**src/rtl/run_window_scan_scheduler.sv**
```systemverilog
// Sliding-window scan scheduler: copies each LxL window of the frame integral
// image into the classifier RAM, runs the classifier and reports detections.
module run_window_scan_scheduler #(
  parameter int unsigned LENGHT_LINE_II = 21,
  parameter int unsigned IMG_W          = 64,
  parameter int unsigned IMG_H          = 48,
  parameter int unsigned STEP           = 1,
  parameter int unsigned ADDR_WIDTH_II  = $clog2(LENGHT_LINE_II*LENGHT_LINE_II),
  parameter int unsigned ADDR_WIDTH_FR  = $clog2(IMG_W*IMG_H),
  parameter int unsigned COORD_W        = 16
) (
  input  logic                     clk_i,
  input  logic                     rst_i,
  input  logic                     frame_start_i,
  input  logic                     abort_i,
  output logic                     busy_o,
  output logic                     frame_done_o,
  output logic                     fr_rd_o,
  output logic [ADDR_WIDTH_FR-1:0] fr_addr_o,
  input  logic [31:0]              fr_data_i,
  input  logic                     vnf_val_i,
  input  logic [31:0]              vnf_i,
  output logic [ADDR_WIDTH_II-1:0] ii_addr_wr_o,
  output logic [31:0]              ii_data_wr_o,
  output logic                     ii_val_wr_o,
  output logic [31:0]              variance_norm_factor_o,
  output logic                     cls_start_o,
  input  logic                     cls_done_i,
  input  logic                     cls_result_i,
  output logic [COORD_W-1:0]       win_x_o,
  output logic [COORD_W-1:0]       win_y_o,
  output logic                     det_val_o,
  input  logic                     det_ready_i,
  output logic [COORD_W-1:0]       det_x_o,
  output logic [COORD_W-1:0]       det_y_o,
  output logic [15:0]              det_cnt_o
);

  localparam int unsigned L     = LENGHT_LINE_II;
  localparam int unsigned RC_W  = (L > 1) ? $clog2(L) : 1;
  localparam logic        DEGEN = (IMG_W < L) || (IMG_H < L);

  localparam logic [2:0] S_IDLE   = 3'd0;
  localparam logic [2:0] S_LOAD   = 3'd1;
  localparam logic [2:0] S_VNF    = 3'd2;
  localparam logic [2:0] S_START  = 3'd3;
  localparam logic [2:0] S_WAIT   = 3'd4;
  localparam logic [2:0] S_REPORT = 3'd5;
  localparam logic [2:0] S_NEXT   = 3'd6;

  logic [2:0]               state_q, state_d;
  logic [COORD_W-1:0]       x0_q, x0_d, y0_q, y0_d;
  logic [RC_W-1:0]          r_q, r_d, c_q, c_d;
  logic                     drain_q, drain_d;
  logic                     wr_q, wr_d;
  logic [ADDR_WIDTH_II-1:0] wr_addr_q, wr_addr_d;
  logic [31:0]              vnf_q, vnf_d;
  logic [15:0]              det_cnt_q, det_cnt_d;
  logic                     done_q, done_d;

  logic                     rd;
  logic [ADDR_WIDTH_FR-1:0] rd_addr;
  logic [ADDR_WIDTH_II-1:0] ii_addr;

  assign rd      = (state_q == S_LOAD) && !drain_q;
  assign rd_addr = ADDR_WIDTH_FR'((32'(y0_q) + 32'(r_q)) * IMG_W + 32'(x0_q) + 32'(c_q));
  assign ii_addr = ADDR_WIDTH_II'(32'(r_q) * L + 32'(c_q));

  always_comb begin
    state_d   = state_q;
    x0_d      = x0_q;
    y0_d      = y0_q;
    r_d       = r_q;
    c_d       = c_q;
    drain_d   = drain_q;
    wr_d      = 1'b0;
    wr_addr_d = wr_addr_q;
    vnf_d     = vnf_q;
    det_cnt_d = det_cnt_q;
    done_d    = 1'b0;

    case (state_q)
      S_IDLE: begin
        if (frame_start_i) begin
          x0_d      = '0;
          y0_d      = '0;
          det_cnt_d = '0;
          if (DEGEN) begin
            done_d = 1'b1;
          end else begin
            state_d = S_LOAD;
            r_d     = '0;
            c_d     = '0;
            drain_d = 1'b0;
          end
        end
      end
      S_LOAD: begin
        if (drain_q) begin
          state_d = S_VNF;
        end else begin
          // write of this element lands one cycle later, alongside its read data
          wr_d      = 1'b1;
          wr_addr_d = ii_addr;
          if (c_q == RC_W'(L - 1)) begin
            c_d = '0;
            if (r_q == RC_W'(L - 1)) drain_d = 1'b1;
            else                     r_d     = r_q + 1'b1;
          end else begin
            c_d = c_q + 1'b1;
          end
        end
      end
      S_VNF: begin
        if (vnf_val_i) begin
          vnf_d   = vnf_i;
          state_d = S_START;
        end
      end
      S_START: state_d = S_WAIT;
      S_WAIT: begin
        if (cls_done_i) state_d = cls_result_i ? S_REPORT : S_NEXT;
      end
      S_REPORT: begin
        if (det_ready_i) begin
          if (det_cnt_q != '1) det_cnt_d = det_cnt_q + 16'd1;
          state_d = S_NEXT;
        end
      end
      S_NEXT: begin
        state_d = S_LOAD;
        r_d     = '0;
        c_d     = '0;
        drain_d = 1'b0;
        if (32'(x0_q) + STEP + L <= IMG_W) begin
          x0_d = x0_q + COORD_W'(STEP);
        end else if (32'(y0_q) + STEP + L <= IMG_H) begin
          x0_d = '0;
          y0_d = y0_q + COORD_W'(STEP);
        end else begin
          state_d = S_IDLE;
          done_d  = 1'b1;
        end
      end
      default: state_d = S_IDLE;
    endcase

    if (abort_i && (state_q != S_IDLE)) begin
      state_d   = S_IDLE;
      x0_d      = x0_q;
      y0_d      = y0_q;
      wr_d      = 1'b0;
      vnf_d     = vnf_q;
      det_cnt_d = det_cnt_q;
      done_d    = 1'b0;
    end
  end

  always_ff @(posedge clk_i or negedge rst_i) begin
    if (!rst_i) begin
      state_q   <= S_IDLE;
      x0_q      <= '0;
      y0_q      <= '0;
      r_q       <= '0;
      c_q       <= '0;
      drain_q   <= 1'b0;
      wr_q      <= 1'b0;
      wr_addr_q <= '0;
      vnf_q     <= '0;
      det_cnt_q <= '0;
      done_q    <= 1'b0;
    end else begin
      state_q   <= state_d;
      x0_q      <= x0_d;
      y0_q      <= y0_d;
      r_q       <= r_d;
      c_q       <= c_d;
      drain_q   <= drain_d;
      wr_q      <= wr_d;
      wr_addr_q <= wr_addr_d;
      vnf_q     <= vnf_d;
      det_cnt_q <= det_cnt_d;
      done_q    <= done_d;
    end
  end

  assign busy_o                 = (state_q != S_IDLE);
  assign frame_done_o           = done_q;
  assign fr_rd_o                = rd;
  assign fr_addr_o              = rd ? rd_addr : '0;
  assign ii_val_wr_o            = wr_q;
  assign ii_addr_wr_o           = wr_addr_q;
  assign ii_data_wr_o           = wr_q ? fr_data_i : '0;
  assign variance_norm_factor_o = vnf_q;
  assign cls_start_o            = (state_q == S_START);
  assign win_x_o                = x0_q;
  assign win_y_o                = y0_q;
  assign det_val_o              = (state_q == S_REPORT);
  assign det_x_o                = x0_q;
  assign det_y_o                = y0_q;
  assign det_cnt_o              = det_cnt_q;

endmodule

```
**config.mk**
```make
export PLATFORM = sky130hd
export DESIGN_NAME = run_window_scan_scheduler
export DESIGN_NICKNAME = d
export VERILOG_FILES = /design/src/rtl/run_window_scan_scheduler.sv
export SDC_FILE = /design/constraint.sdc
export NUM_CORES = 1
export LEC_CHECK = 0
export BUFFER_PORTS_ARGS = -buffer_cell sky130_fd_sc_hd__clkbuf_2
export CELL_PAD_IN_SITES_DETAIL_PLACEMENT = 1
export CELL_PAD_IN_SITES_GLOBAL_PLACEMENT = 1
export CORE_ASPECT_RATIO = 1.4
export CORE_MARGIN = 2
export CORE_UTILIZATION = 41
export DETAILED_ROUTE_END_ITERATION = 16
export HOLD_SLACK_MARGIN = 0.1
export MAX_ROUTING_LAYER = met4
export PLACE_DENSITY_LB_ADDON = 0.1
export SLEW_MARGIN = 10
export SYNTH_ARGS = -nofsm -noshare
export SYNTH_HDL_FRONTEND = slang
export SYNTH_SLANG_ARGS = --single-unit
```
**constraint.sdc**
```tcl
create_clock -name clk_i -period 5.69 [get_ports clk_i]
set_input_delay 1.138 -clock clk_i [delete_from_list [all_inputs] [get_ports clk_i]]
set_output_delay 1.138 -clock clk_i [all_outputs]
set_load 0.02 [all_outputs]
```
==> impl_results.rst, run 1 <==
.. list-table::
   :header-rows: 1

   * - Metric
     - Value
   * - Syn avg cell area
     - 9.520 um^2
   * - Post-layout min period
     - 4.272 ns
   * - Portion of the clock cycle consumed by the worst path in the final layout
     - 75.08%
   * - Min-Delay Path Depth
     - 2
   * - Sequential cell area
     - 0.002628 mm^2
   * - Crit start category
     - register
   * - Cts bufs inserted
     - 9
   * - Initial antenna violation count
     - 0
   * - Quantity of I/O buffers inserted on ports
     - 242
   * - Max-cap violations
     - 0
   * - Residual DRC
     - 0
   * - Vias in the first global route
     - 6461
   * - Number of enable flip-flop cells after synthesis
     - 0
   * - Wirelength, routed
     - 20150 um
   * - Capture instance of the worst register-to-register path
     - det_y_o[5]
   * - Final hold slack
     - 0.4855 ns
   * - Combinational group share of total power
     - 39.9%
   * - TNS Setup
     - 0 ns
   * - Remaining Overflow, GRT
     - 0
   * - Setup repair after global routing missed its margin
     - false
   * - Max Transition Viols Final
     - 0
   * - Proportion of layout cells with a drive suffix above 1
     - 33.62%
   * - Fill cell instance count of the final layout
     - 2022
   * - Sink Count
     - 105
   * - Launch point of the worst hold path
     - ii_addr_wr_o[3]
   * - I/O pin total
     - 243
   * - Post-placement setup slack
     - 1.802 ns
   * - Switch Pwr
     - 1.174 mW
   * - Layout overhead on the synthesized area
     - 20.35%
   * - Cell at the root of the clock tree
     - sky130_fd_sc_hd__clkbuf_16
   * - Syn. warnings
     - 0
   * - Number of cells traversed by the worst register-to-register path
     - 10
   * - Share of total power in the clock network
     - 23.0%
   * - Post-synthesis net count
     - 861
   * - Post-CTS Resized
     - 0
   * - Sequential share of the synthesized area
     - 37.76%
   * - Tightest slew margin relative to the limit
     - 20.25%
   * - Post-route core utilization
     - 50.23%
   * - Ant. Diodes
     - 0
   * - Worst endpoint required time
     - 4.55 ns
   * - Leakage
     - 4.413 nW
   * - Reg power frac
     - 37.1%
   * - Endpoints failing hold
     - 0
   * - Final setup slack of the worst path
     - 1.418 ns
   * - CP endpoint kind
     - output port
   * - Placed wire-length estimate after detailed placement
     - 15760 um
   * - Mapped Area
     - 0.006959 mm^2
   * - Overall via count from detail_route
     - 6138
   * - ANT nets after route
     - 0
   * - Most area-hungry cell type in the Yosys netlist
     - sky130_fd_sc_hd__dfrtp_1
   * - Register-to-register setup slack
     - 2.15 ns
   * - Distinct cell type count of the synthesized netlist
     - 71
   * - Fraction of post-synthesis cell area in the top cell type by area
     - 37.76%
   * - Crit Path Category
     - register to output port
   * - Area occupied by multi-input gates
     - 0.003790 mm^2
   * - # rows
     - 56
   * - Core Box Area
     - 0.01668 mm^2
   * - CP Launch Point
     - det_x_o[0]
   * - Initial cell density of the core
     - 41.73%
   * - Dominant register cell in the synthesized netlist
     - sky130_fd_sc_hd__dfrtp_1
   * - Number of DRC markers in iteration 0
     - 251
   * - Vias/cell
     - 5.398
   * - # setup viols final
     - 0
   * - Max VDD drop
     - 242.2 uV
   * - Die area
     - 0.01805 mm^2
   * - Most common cell in the synthesized netlist
     - sky130_fd_sc_hd__dfrtp_1
   * - Placement-stage cell area
     - 0.008069 mm^2
   * - Biggest fanout along the worst timing path
     - 9
   * - Final weighted congestion in routability-driven placement
     - 0.8968
   * - Pin slew with the least headroom to its limit
     - 1.189 ns
   * - Clock slew at reported path FFs
     - 0.08 ns
   * - Net switching fraction of the power
     - 42.11%
   * - Flop and latch count out of synthesis
     - 105
   * - Die outline height
     - 158.2 um
   * - Worst reg2reg startpoint
     - det_y_o[1]
   * - Async set-or-reset flop fraction in the synthesized netlist
     - 100.0%
   * - Worst Skew
     - 0.01159 ns
   * - Wire length of the first global-routing pass
     - 32440 um
   * - GRT Resource Usage Total
     - 23.43%
   * - CTS Buffer Depth
     - 2
   * - Internal power contribution
     - 1.613 mW
   * - Area of all placed cells without fillers
     - 0.008376 mm^2
   * - Total iterations of the first detailed-routing run
     - 4
   * - Top post-synthesis cells by count
     - 105 x sky130_fd_sc_hd__dfrtp_1, 65 x sky130_fd_sc_hd__nand2_1, 53 x sky130_fd_sc_hd__nor2_1
   * - Clock tree from TritonCTS
     - built
   * - WL per Instance
     - 17.72 um
   * - Chip width
     - 114.1 um
   * - Post-layout net count
     - 1059
   * - Clock latency reported for the late side of the worst-skew pair
     - 0.37 ns
   * - Number of buffers inserted for hold repair after clock tree synthesis
     - 0
   * - Outcome
     - complete, no violations
   * - Peak Freq
     - 234.1 MHz
   * - Gate count of the mapped netlist
     - 731
   * - Pin count of the biggest net entering global routing
     - 64
   * - Pwr Density
     - 332.7 mW/mm^2
   * - Kind of path behind the tightest hold check
     - register to register
   * - H-Tree Level Count
     - 3
   * - Critical path data arrival time
     - 3.13 ns
   * - Synth top area cells
     - sky130_fd_sc_hd__dfrtp_1 38%, sky130_fd_sc_hd__ha_1 9.3%, sky130_fd_sc_hd__mux2_2 5.5%
   * - Hold endpoint
     - ii_addr_wr_o[3]
   * - # Post-CTS Setup Buffers
     - 0
==> flip-flops by register name (all words and copies together) (netlist names) <==
register,cells
variance_norm_factor_o,32
det_cnt_o,16
drain_q,1
r_q,5
frame_done_o,1
det_x_o,16
ii_val_wr_o,1
ii_addr_wr_o,9
c_q,5
det_y_o,16
state_q,3
==> layout by cell type, fill, tap and decap left out, drive strengths merged, types with 7 or more instances in the layout <==
master    n
xor2     18
o21a     14
clkbuf  250
mux2     34
xnor2    22
and2     41
and3      7
nor2b     9
a21o     14
o21ai    28
nor4     10
nand2    65
inv      42
nand4     9
dfrtp   105
nor2     53
nand3    19
nor3     21
ha       52
a21oi    28
==> power by group through the flow <==
stage	combinational (mW)	sequential [mW]	clock [mW]
2_1_floorplan	0.596	1.17	0
3_3_place_gp	1.09	1.04	0
3_5_place_dp	1.12	1.05	0
4_1_cts	1.13	1.04	0.663
5_1_grt	1.22	1.06	0.688
6_report	1.11	1.03	0.641
==> routing by layer <==
layer	vias to the layer above	track usage (%)	routed length, um
li1	2903	-	-
met1	2985	25.61	7766
met2	218	41.35	10520
met3	32	4.364	1198
met4	0	10.39	667
met5	-	-	0
==> logic make-up (layout without fill, tap and decap cells) <==
logic type      Yosys count  count (layout)  synth area share [%]
compound gates          129             129                 12.80
xor+xnor                 40              40                 5.034
simple gates            264             264                 19.69
fa+ha+maj                58              58                 11.08
buf+inv                  99             302                 7.857
flops                   105             105                 37.76
mux                      36              36                 5.789
==> final cells by class <==
type / count / share of cell area (%)
multi-input combinational: 527 / 45.25
sequential: 105 / 31.37
timing repair buffer: 247 / 14.94
tap: 203 / 3.033
clock buffer: 9 / 2.689
inverter: 39 / 1.748
clock inverter: 7 / 0.9710
==> metrics by stage <==
| step | power [mW] | std cells |
|---|---|---|
| after CTS | 2.833 | 1137 |
| after floorplan | 1.762 | 731 |
| final | 2.787 | 1137 |
| after global placement | 2.132 | 1121 |
| after global routing | 2.974 | 1137 |
| after detailed placement | 2.177 | 1121 |
==> worst max-delay path, stage by stage (launching register included) <==
cell                       delay [ns]
sky130_fd_sc_hd__dfrtp_1         0.49
sky130_fd_sc_hd__ha_1            0.27
sky130_fd_sc_hd__fa_1            0.40
sky130_fd_sc_hd__a21o_1          0.19
sky130_fd_sc_hd__a21oi_1         0.25
sky130_fd_sc_hd__o21bai_1        0.15
sky130_fd_sc_hd__a31o_2          0.26
sky130_fd_sc_hd__a21oi_1         0.21
sky130_fd_sc_hd__o21ai_0         0.14
sky130_fd_sc_hd__xnor2_1         0.14
sky130_fd_sc_hd__nor2_1          0.08
sky130_fd_sc_hd__clkbuf_2        0.18
==> how the worst max path moves through the flow <==
| stage | endpoint | slack, ns |
|---|---|---|
| floorplan | fr_addr_o[11] | 1.92 |
| global placement | fr_addr_o[11] | 1.90 |
| detailed placement | fr_addr_o[10] | 1.80 |
| CTS | fr_addr_o[10] | 1.40 |
| global route | fr_addr_o[10] | 1.16 |
| finish | fr_addr_o[10] | 1.42 |
Note: power is estimated with default switching activity, not from simulation.
==> inputs of run 2 (changes only) <==
--- a/config.mk
+++ b/config.mk
@@ -10,7 +10,7 @@
 export CELL_PAD_IN_SITES_GLOBAL_PLACEMENT = 1
 export CORE_ASPECT_RATIO = 1.4
 export CORE_MARGIN = 2
-export CORE_UTILIZATION = 41
+export CORE_UTILIZATION = 38
 export DETAILED_ROUTE_END_ITERATION = 16
 export HOLD_SLACK_MARGIN = 0.1
 export MAX_ROUTING_LAYER = met4
==> constraint.sdc (replaced) <==
create_clock -name clk_i -period 4.5 [get_ports clk_i]
set_input_delay 0.9 -clock clk_i [delete_from_list [all_inputs] [get_ports clk_i]]
set_output_delay 0.9 -clock clk_i [all_outputs]
set_load 0.02 [all_outputs]
==> run 2 against run 1 <==
Net effect: first-iteration DRC count down 20%; sequential share of layout area down 0.24 points; global-route usage down 2.1 points; total power up 25%.
==> impl_results.rst, run 2 (synthesis gave the netlist of run 1 again) <==
.. list-table::
   :header-rows: 1

   * - Metric
     - Value
   * - Post-CTS Resized
     - 0
   * - Post-layout min period
     - 4.040 ns
   * - Fill cell instance count of the final layout
     - 2176
   * - Max Transition Viols Final
     - 0
   * - Tot Pwr
     - 3.482 mW
   * - Vias in the first global route
     - 6559
   * - WL per Instance
     - 16.82 um
   * - GRT Resource Usage Total
     - 21.32%
   * - CP endpoint kind
     - output port
   * - Crit-path leading delay family
     - compound AO/OA/AOI/OAI gates
   * - Max VDD drop
     - 274.3 uV
   * - Most used cells in the layout excluding fill and tap cells
     - 241 x sky130_fd_sc_hd__clkbuf_2, 105 x sky130_fd_sc_hd__dfrtp_1, 64 x sky130_fd_sc_hd__nand2_1
   * - Initial antenna violation count
     - 0
   * - Cell total after placement
     - 1160
   * - Clock slew at reported path FFs
     - 0.08 ns
   * - Post-layout net count
     - 1061
   * - Setup repair after global routing missed its margin
     - false
   * - Final weighted congestion in routability-driven placement
     - 0.8379
   * - H-Tree Level Count
     - 3
   * - Total iterations of the first detailed-routing run
     - 4
   * - Crit start category
     - register
   * - Leakage
     - 4.424 nW
   * - Crit Path Category
     - register to output port
   * - Sink Count
     - 105
   * - Wire length of the first global-routing pass
     - 32730 um
   * - Register-to-register setup slack
     - 1.00 ns
   * - Worst endpoint required time
     - 3.60 ns
   * - # setup viols final
     - 0
   * - Die area
     - 0.01943 mm^2
   * - ANT nets after route
     - 0
   * - Initial cell density of the core
     - 38.82%
   * - # rows
     - 58
   * - Chip width
     - 118.4 um
   * - Layout Cells excl Fill
     - 1176
   * - Overall via count from detail_route
     - 6097
   * - Layout overhead on the synthesized area
     - 21.27%
   * - Peak Freq
     - 247.5 MHz
   * - Tightest slew margin relative to the limit
     - 33.21%
   * - Max-cap violations
     - 0
   * - Vias/cell
     - 5.185
   * - Core Box Area
     - 0.01792 mm^2
   * - Outcome
     - complete, no violations
   * - Series of cell instances along the critical path
     - ha_1 -> fa_1 -> a21o_1 -> a21oi_1 -> o21bai_1 -> a31o_2 -> a21oi_1 -> o21ai_0 -> xnor2_1 -> nor2_1 -> clkbuf_2
   * - # Post-CTS Setup Buffers
     - 0
   * - Number of flip-flops under the largest register name
     - 32
   * - Worst Skew
     - 0.01123 ns
   * - Residual DRC
     - 0
   * - Pin slew with the least headroom to its limit
     - 0.9959 ns
   * - Number of buffers inserted for hold repair after clock tree synthesis
     - 0
   * - Pin count of the biggest net entering global routing
     - 61
   * - Clock tree from TritonCTS
     - built
   * - Ant. Diodes
     - 0
   * - Clock latency reported for the late side of the worst-skew pair
     - 0.35 ns
   * - CTS Buffer Depth
     - 2
   * - Dominant cell type by count on the critical path
     - sky130_fd_sc_hd__a21oi_1
   * - Proportion of layout cells with a drive suffix above 1
     - 33.87%
   * - Cts bufs inserted
     - 9
   * - Critical Path Slowest Stage Cell
     - sky130_fd_sc_hd__dfrtp_1
   * - Final hold slack
     - 0.4821 ns
   * - Kind of path behind the tightest hold check
     - register to register
   * - Pwr Density
     - 412.6 mW/mm^2
   * - Die outline height
     - 164.1 um
   * - Cell at the root of the clock tree
     - sky130_fd_sc_hd__clkbuf_16
   * - Placed wire-length estimate after detailed placement
     - 15600 um
   * - Buffers & Inverters on Critical Path
     - 1
   * - Post-route core utilization
     - 47.08%
   * - Quantity of I/O buffers inserted on ports
     - 242
   * - Biggest fanout along the worst timing path
     - 9
   * - TNS Setup
     - 0 ns
   * - Critical path data arrival time
     - 3.14 ns
   * - Number of DRC markers in iteration 0
     - 201
   * - Remaining Overflow, GRT
     - 0
   * - Wirelength, routed
     - 19780 um
   * - Leading cell type in the layout, fill and taps excluded
     - sky130_fd_sc_hd__clkbuf_2
   * - Portion of the clock cycle consumed by the worst path in the final layout
     - 89.79%
   * - I/O pin total
     - 243
   * - Biggest cell delay along the critical path
     - 0.51 ns
   * - Endpoints failing hold
     - 0
[run 2: cell types whose count changed in the layout (fill, tap and decap cells not counted), sizes merged]
cell,delta
clkinv,-1
inv,+1
buf,+2
[run 2: layout make-up]
cell class / instances / area, um^2 / area share (%)
multi-input combinational: 527 / 3792 / 44.94
sequential: 105 / 2628 / 31.13
timing repair buffer: 249 / 1266 / 15.00
tap: 240 / 300.3 / 3.558
clock buffer: 9 / 225.2 / 2.669
inverter: 39 / 146.4 / 1.735
clock inverter: 7 / 81.33 / 0.9637
[run 2: power breakdown]
part	switching (mW)	internal [mW]
clock network	0.397	0.398
registers	0.176	1.13
logic	0.870	0.510
[run 2: path summary, 6_finish.rpt]
check / start / to / depth (start not counted)
max: det_x_o[0] / fr_addr_o[10] / 11
min: ii_addr_wr_o[2] / ii_addr_wr_o[2] / 2
max reg2reg: det_y_o[1] / det_y_o[5] / 10
min reg2reg: ii_addr_wr_o[2] / ii_addr_wr_o[2] / 2
max in group asynchronous: rst_i / r_q[4] / 2
min in group asynchronous: rst_i / det_x_o[2] / 1
[run 2: stage by stage]
stage | worst slack [ns] | area, um^2
6_report | 0.4596 | 8439
3_3_place_gp | 0.9340 | 8130
4_1_cts | 0.4370 | 8437
2_1_floorplan | 0.9719 | 6959
5_1_grt | 0.2186 | 8439
3_5_place_dp | 0.8250 | 8130
[run 2: per-layer routing]
metal	vias up	track usage (%)	wire [um]
li1	2909	-	-
met1	2982	23.02	7813
met2	186	40.04	10670
met3	20	3.646	995
met4	0	6.115	298
met5	-	-	0
[run 2: worst reg2reg max path, delay by kind of cell, from the launching register on]
kind                     cells  cell delay (ns)
AO/OA/AOI/OAI                5             1.50
AND/OR/NAND/NOR              3             0.98
flip-flops                   1             0.56
adder cells (fa/ha/maj)      1             0.26
buffers and inverters        1             0.13
==> inputs of run 3 (changes only) <==
--- a/config.mk
+++ b/config.mk
@@ -5,12 +5,13 @@
 export SDC_FILE = /design/constraint.sdc
 export NUM_CORES = 1
 export LEC_CHECK = 0
+export ABC_AREA = 1
 export BUFFER_PORTS_ARGS = -buffer_cell sky130_fd_sc_hd__clkbuf_2
 export CELL_PAD_IN_SITES_DETAIL_PLACEMENT = 1
 export CELL_PAD_IN_SITES_GLOBAL_PLACEMENT = 1
 export CORE_ASPECT_RATIO = 1.4
 export CORE_MARGIN = 2
-export CORE_UTILIZATION = 38
+export CORE_UTILIZATION = 37
 export DETAILED_ROUTE_END_ITERATION = 16
 export HOLD_SLACK_MARGIN = 0.1
 export MAX_ROUTING_LAYER = met4
==> run 3 against run 2 <==
Net effect: global-route usage hardly changed; largest power group unchanged; flip-flop and latch count stayed put; critical path depth is 1 higher; maximum frequency is 5.0% lower; total power is 7.8% higher; utilization is 1.9 points lower; cell area is 11% higher; count of clock-buffer cells in the layout is 1 higher; die area is 15% higher; clock skew is 0.0038 ns lower; final cell count is 25% higher; first-iteration DRC count is 6.5% higher.
==> impl_results.rst, run 3 <==
.. list-table::
   :header-rows: 1

   * - Metric
     - Value
   * - Max-cap violations
     - 0
   * - Quantity of I/O buffers inserted on ports
     - 242
   * - Most common cell in the synthesized netlist
     - sky130_fd_sc_hd__nand2_1
   * - Flop and latch count out of synthesis
     - 105
   * - Setup repair after global routing missed its margin
     - false
   * - Chip width
     - 126.7 um
   * - Number of DRC markers in iteration 0
     - 214
   * - Final hold slack
     - 0.4832 ns
   * - Distinct cell type count of the synthesized netlist
     - 49
   * - Residual DRC
     - 0
   * - ANT nets after route
     - 0
   * - # rows
     - 62
   * - Tightest slew margin relative to the limit
     - 37.37%
   * - Initial cell density of the core
     - 37.77%
   * - Synth top area cells
     - sky130_fd_sc_hd__dfrtp_1 34%, sky130_fd_sc_hd__nand2_1 11%, sky130_fd_sc_hd__ha_1 8.3%
   * - Post-CTS Resized
     - 0
   * - Crit Path Category
     - register to output port
   * - Most area-hungry cell type in the Yosys netlist
     - sky130_fd_sc_hd__dfrtp_1
   * - # setup viols final
     - 0
   * - Endpoints failing hold
     - 0
   * - GRT Resource Usage Total
     - 21.28%
   * - Mux cell area share after synthesis
     - 4.624%
   * - Number of flip-flops under the largest register name
     - 32
   * - Remaining Overflow, GRT
     - 0
   * - Wirelength, routed
     - 22630 um
   * - Wire length of the first global-routing pass
     - 36940 um
   * - Post-route core utilization
     - 45.23%
   * - Layout overhead on the synthesized area
     - 19.75%
   * - Cts bufs inserted
     - 9
   * - Vias in the first global route
     - 7491
   * - Crit start category
     - register
   * - Dominant register cell in the synthesized netlist
     - sky130_fd_sc_hd__dfrtp_1
   * - Pin count of the biggest net entering global routing
     - 58
   * - Post-placement setup slack
     - 0.7118 ns
   * - Proportion of layout cells with a drive suffix above 1
     - 30.40%
   * - Clock tree from TritonCTS
     - built
   * - Overall via count from detail_route
     - 7286
   * - TNS Setup
     - 0 ns
   * - Syn. warnings
     - 0
   * - Worst endpoint required time
     - 3.60 ns
   * - WL per Instance
     - 15.39 um
   * - Fraction of post-synthesis cell area in the top cell type by area
     - 33.71%
   * - Fraction of the mapped netlist area in adder cells
     - 9.889%
   * - Most used cells in the layout excluding fill and tap cells
     - 241 x sky130_fd_sc_hd__clkbuf_2, 228 x sky130_fd_sc_hd__nand2_1, 145 x sky130_fd_sc_hd__inv_1
   * - Async set-or-reset flop fraction in the synthesized netlist
     - 100.0%
   * - Final setup slack of the worst path
     - 0.2487 ns
   * - H-Tree Level Count
     - 3
   * - Post-layout min period
     - 4.251 ns
   * - Pin slew with the least headroom to its limit
     - 0.9395 ns
   * - Biggest fanout along the worst timing path
     - 7
   * - I/O pin total
     - 243
   * - Kind of path behind the tightest hold check
     - register to register
   * - Clock latency reported for the late side of the worst-skew pair
     - 0.36 ns
   * - Number of enable flip-flop cells after synthesis
     - 0
   * - Worst Skew
     - 0.007458 ns
   * - Die outline height
     - 175.7 um
   * - Syn avg cell area
     - 7.786 um^2
   * - Synth Area in Simple Gates
     - 29.59%
   * - Post-Synth XOR/XNOR Area
     - 3.371%
   * - Core Box Area
     - 0.02063 mm^2
   * - Number of buffers inserted for hold repair after clock tree synthesis
     - 0
   * - Tot Pwr
     - 3.755 mW
   * - Max VDD drop
     - 331.9 uV
   * - Sequential share of the synthesized area
     - 33.71%
   * - Portion of the clock cycle consumed by the worst path in the final layout
     - 94.47%
   * - Critical path data arrival time
     - 3.35 ns
   * - CTS Buffer Depth
     - 2
   * - Outcome
     - complete, no violations
   * - Gate count of the mapped netlist
     - 1001
   * - Die area
     - 0.02226 mm^2
   * - Post-synthesis net count
     - 1131
   * - Max Transition Viols Final
     - 0
   * - Post-layout net count
     - 1339
   * - Mapped Area
     - 0.007794 mm^2
   * - Fraction of the mapped netlist area in compound gates
     - 6.630%
   * - Cell at the root of the clock tree
     - sky130_fd_sc_hd__clkbuf_16
   * - Total iterations of the first detailed-routing run
     - 4
   * - Placed wire-length estimate after detailed placement
     - 18150 um
   * - Combinational family with the most area after synthesis
     - simple AND/OR/NAND/NOR gates
   * - Peak Freq
     - 235.2 MHz
   * - Leading cell type in the layout, fill and taps excluded
     - sky130_fd_sc_hd__clkbuf_2
   * - Sink Count
     - 105
   * - CP endpoint kind
     - output port
   * - Leakage
     - 5.247 nW
   * - # Post-CTS Setup Buffers
     - 0
   * - Clock slew at reported path FFs
     - 0.07 ns
   * - Vias/cell
     - 4.956
   * - Ant. Diodes
     - 0
   * - Final weighted congestion in routability-driven placement
     - 0.8449
   * - Initial antenna violation count
     - 0
   * - Top post-synthesis cells by count
     - 228 x sky130_fd_sc_hd__nand2_1, 145 x sky130_fd_sc_hd__inv_1, 105 x sky130_fd_sc_hd__dfrtp_1
   * - Pwr Density
     - 402.3 mW/mm^2
-- run 3: cell count changes in the layout (fill, tap and decap cells not counted), moves of 12 or more --
cell                      previous run  this run
sky130_fd_sc_hd__nand2_1            64       228
sky130_fd_sc_hd__inv_1              39       145
sky130_fd_sc_hd__nand3_1            19        70
sky130_fd_sc_hd__and2_1             41         0
sky130_fd_sc_hd__nor2_1             53        77
sky130_fd_sc_hd__nor2_2              0        22
sky130_fd_sc_hd__xnor2_1            22         7
sky130_fd_sc_hd__o21a_1             14         0
sky130_fd_sc_hd__a21o_1             14         2
-- run 3: final timing paths --
kind,from,endpoint,slack [ns],cells after the start
max in group asynchronous,rst_i,det_y_o[11],3.14,2
hold reg to reg,ii_addr_wr_o[3],ii_addr_wr_o[3],0.48,2
setup / recovery,det_y_o[0],fr_addr_o[11],0.25,12
min in group asynchronous,rst_i,variance_norm_factor_o[19],0.61,1
setup reg to reg,r_q[3],ii_addr_wr_o[8],1.26,14
hold / removal,ii_addr_wr_o[3],ii_addr_wr_o[3],0.48,2
-- run 3: area by class of cell --
class	count	area [um^2]
Fill cell	2650	11300
Multi-Input combinational cell	688	4217
Sequential cell	105	2628
Timing Repair Buffer	247	1264
Inverter	158	608.1
Tap cell	256	320.3
Clock buffer	10	239.0
Clock inverter	6	57.56
-- run 3: per-layer routing --
layer | part of all wire, % | wire [um] | vias up | GRT usage, %
met4 | 2.1 | 469 | 0 | 6.502
li1 | - | - | 3577 | -
met2 | 52 | 11820 | 205 | 39.21
met5 | 0 | 0 | - | -
met3 | 5.3 | 1204 | 23 | 3.929
met1 | 40 | 9133 | 3481 | 23.12
-- run 3: per-stage QoR --
step / area [um^2] / cells
3_5_place_dp: 9036 / 1454
3_3_place_gp: 9036 / 1454
4_1_cts: 9333 / 1470
5_1_grt: 9333 / 1470
2_1_floorplan: 7794 / 1001
6_report: 9333 / 1470
-- run 3: worst max-delay path, stage by stage (launching register included) --
cell and delay [ns]:
sky130_fd_sc_hd__dfrtp_1 0.46, sky130_fd_sc_hd__ha_1 0.26, sky130_fd_sc_hd__fa_1 0.41, sky130_fd_sc_hd__a21oi_1 0.14, sky130_fd_sc_hd__o21ai_0 0.10, sky130_fd_sc_hd__xor2_1 0.17
sky130_fd_sc_hd__ha_1 0.36, sky130_fd_sc_hd__a21oi_1 0.18, sky130_fd_sc_hd__o211ai_1 0.11, sky130_fd_sc_hd__a21oi_1 0.20, sky130_fd_sc_hd__o21ai_0 0.14, sky130_fd_sc_hd__a21oi_1 0.25
sky130_fd_sc_hd__clkbuf_2 0.22
-- run 3: power breakdown --
part | leakage (nW) | total [mW] | switching [mW] | internal (mW)
clock network | 0.148 | 0.819 | 0.375 | 0.444
registers | 1.39 | 1.31 | 0.174 | 1.13
logic | 3.71 | 1.63 | 1.10 | 0.533
total | 5.25 | 3.75 | 1.65 | 2.11
-- run 3: kinds of logic (layout without fill, tap and decap cells) --
group / Yosys count / count (layout)
AND/OR/NAND/NOR: 478 / 478
buffers and inverters: 208 / 421
flip-flops: 105 / 105
AO/OA/AOI/OAI: 90 / 90
adder cells (fa/ha/maj): 58 / 58
multiplexers: 32 / 32
XOR/XNOR: 30 / 30
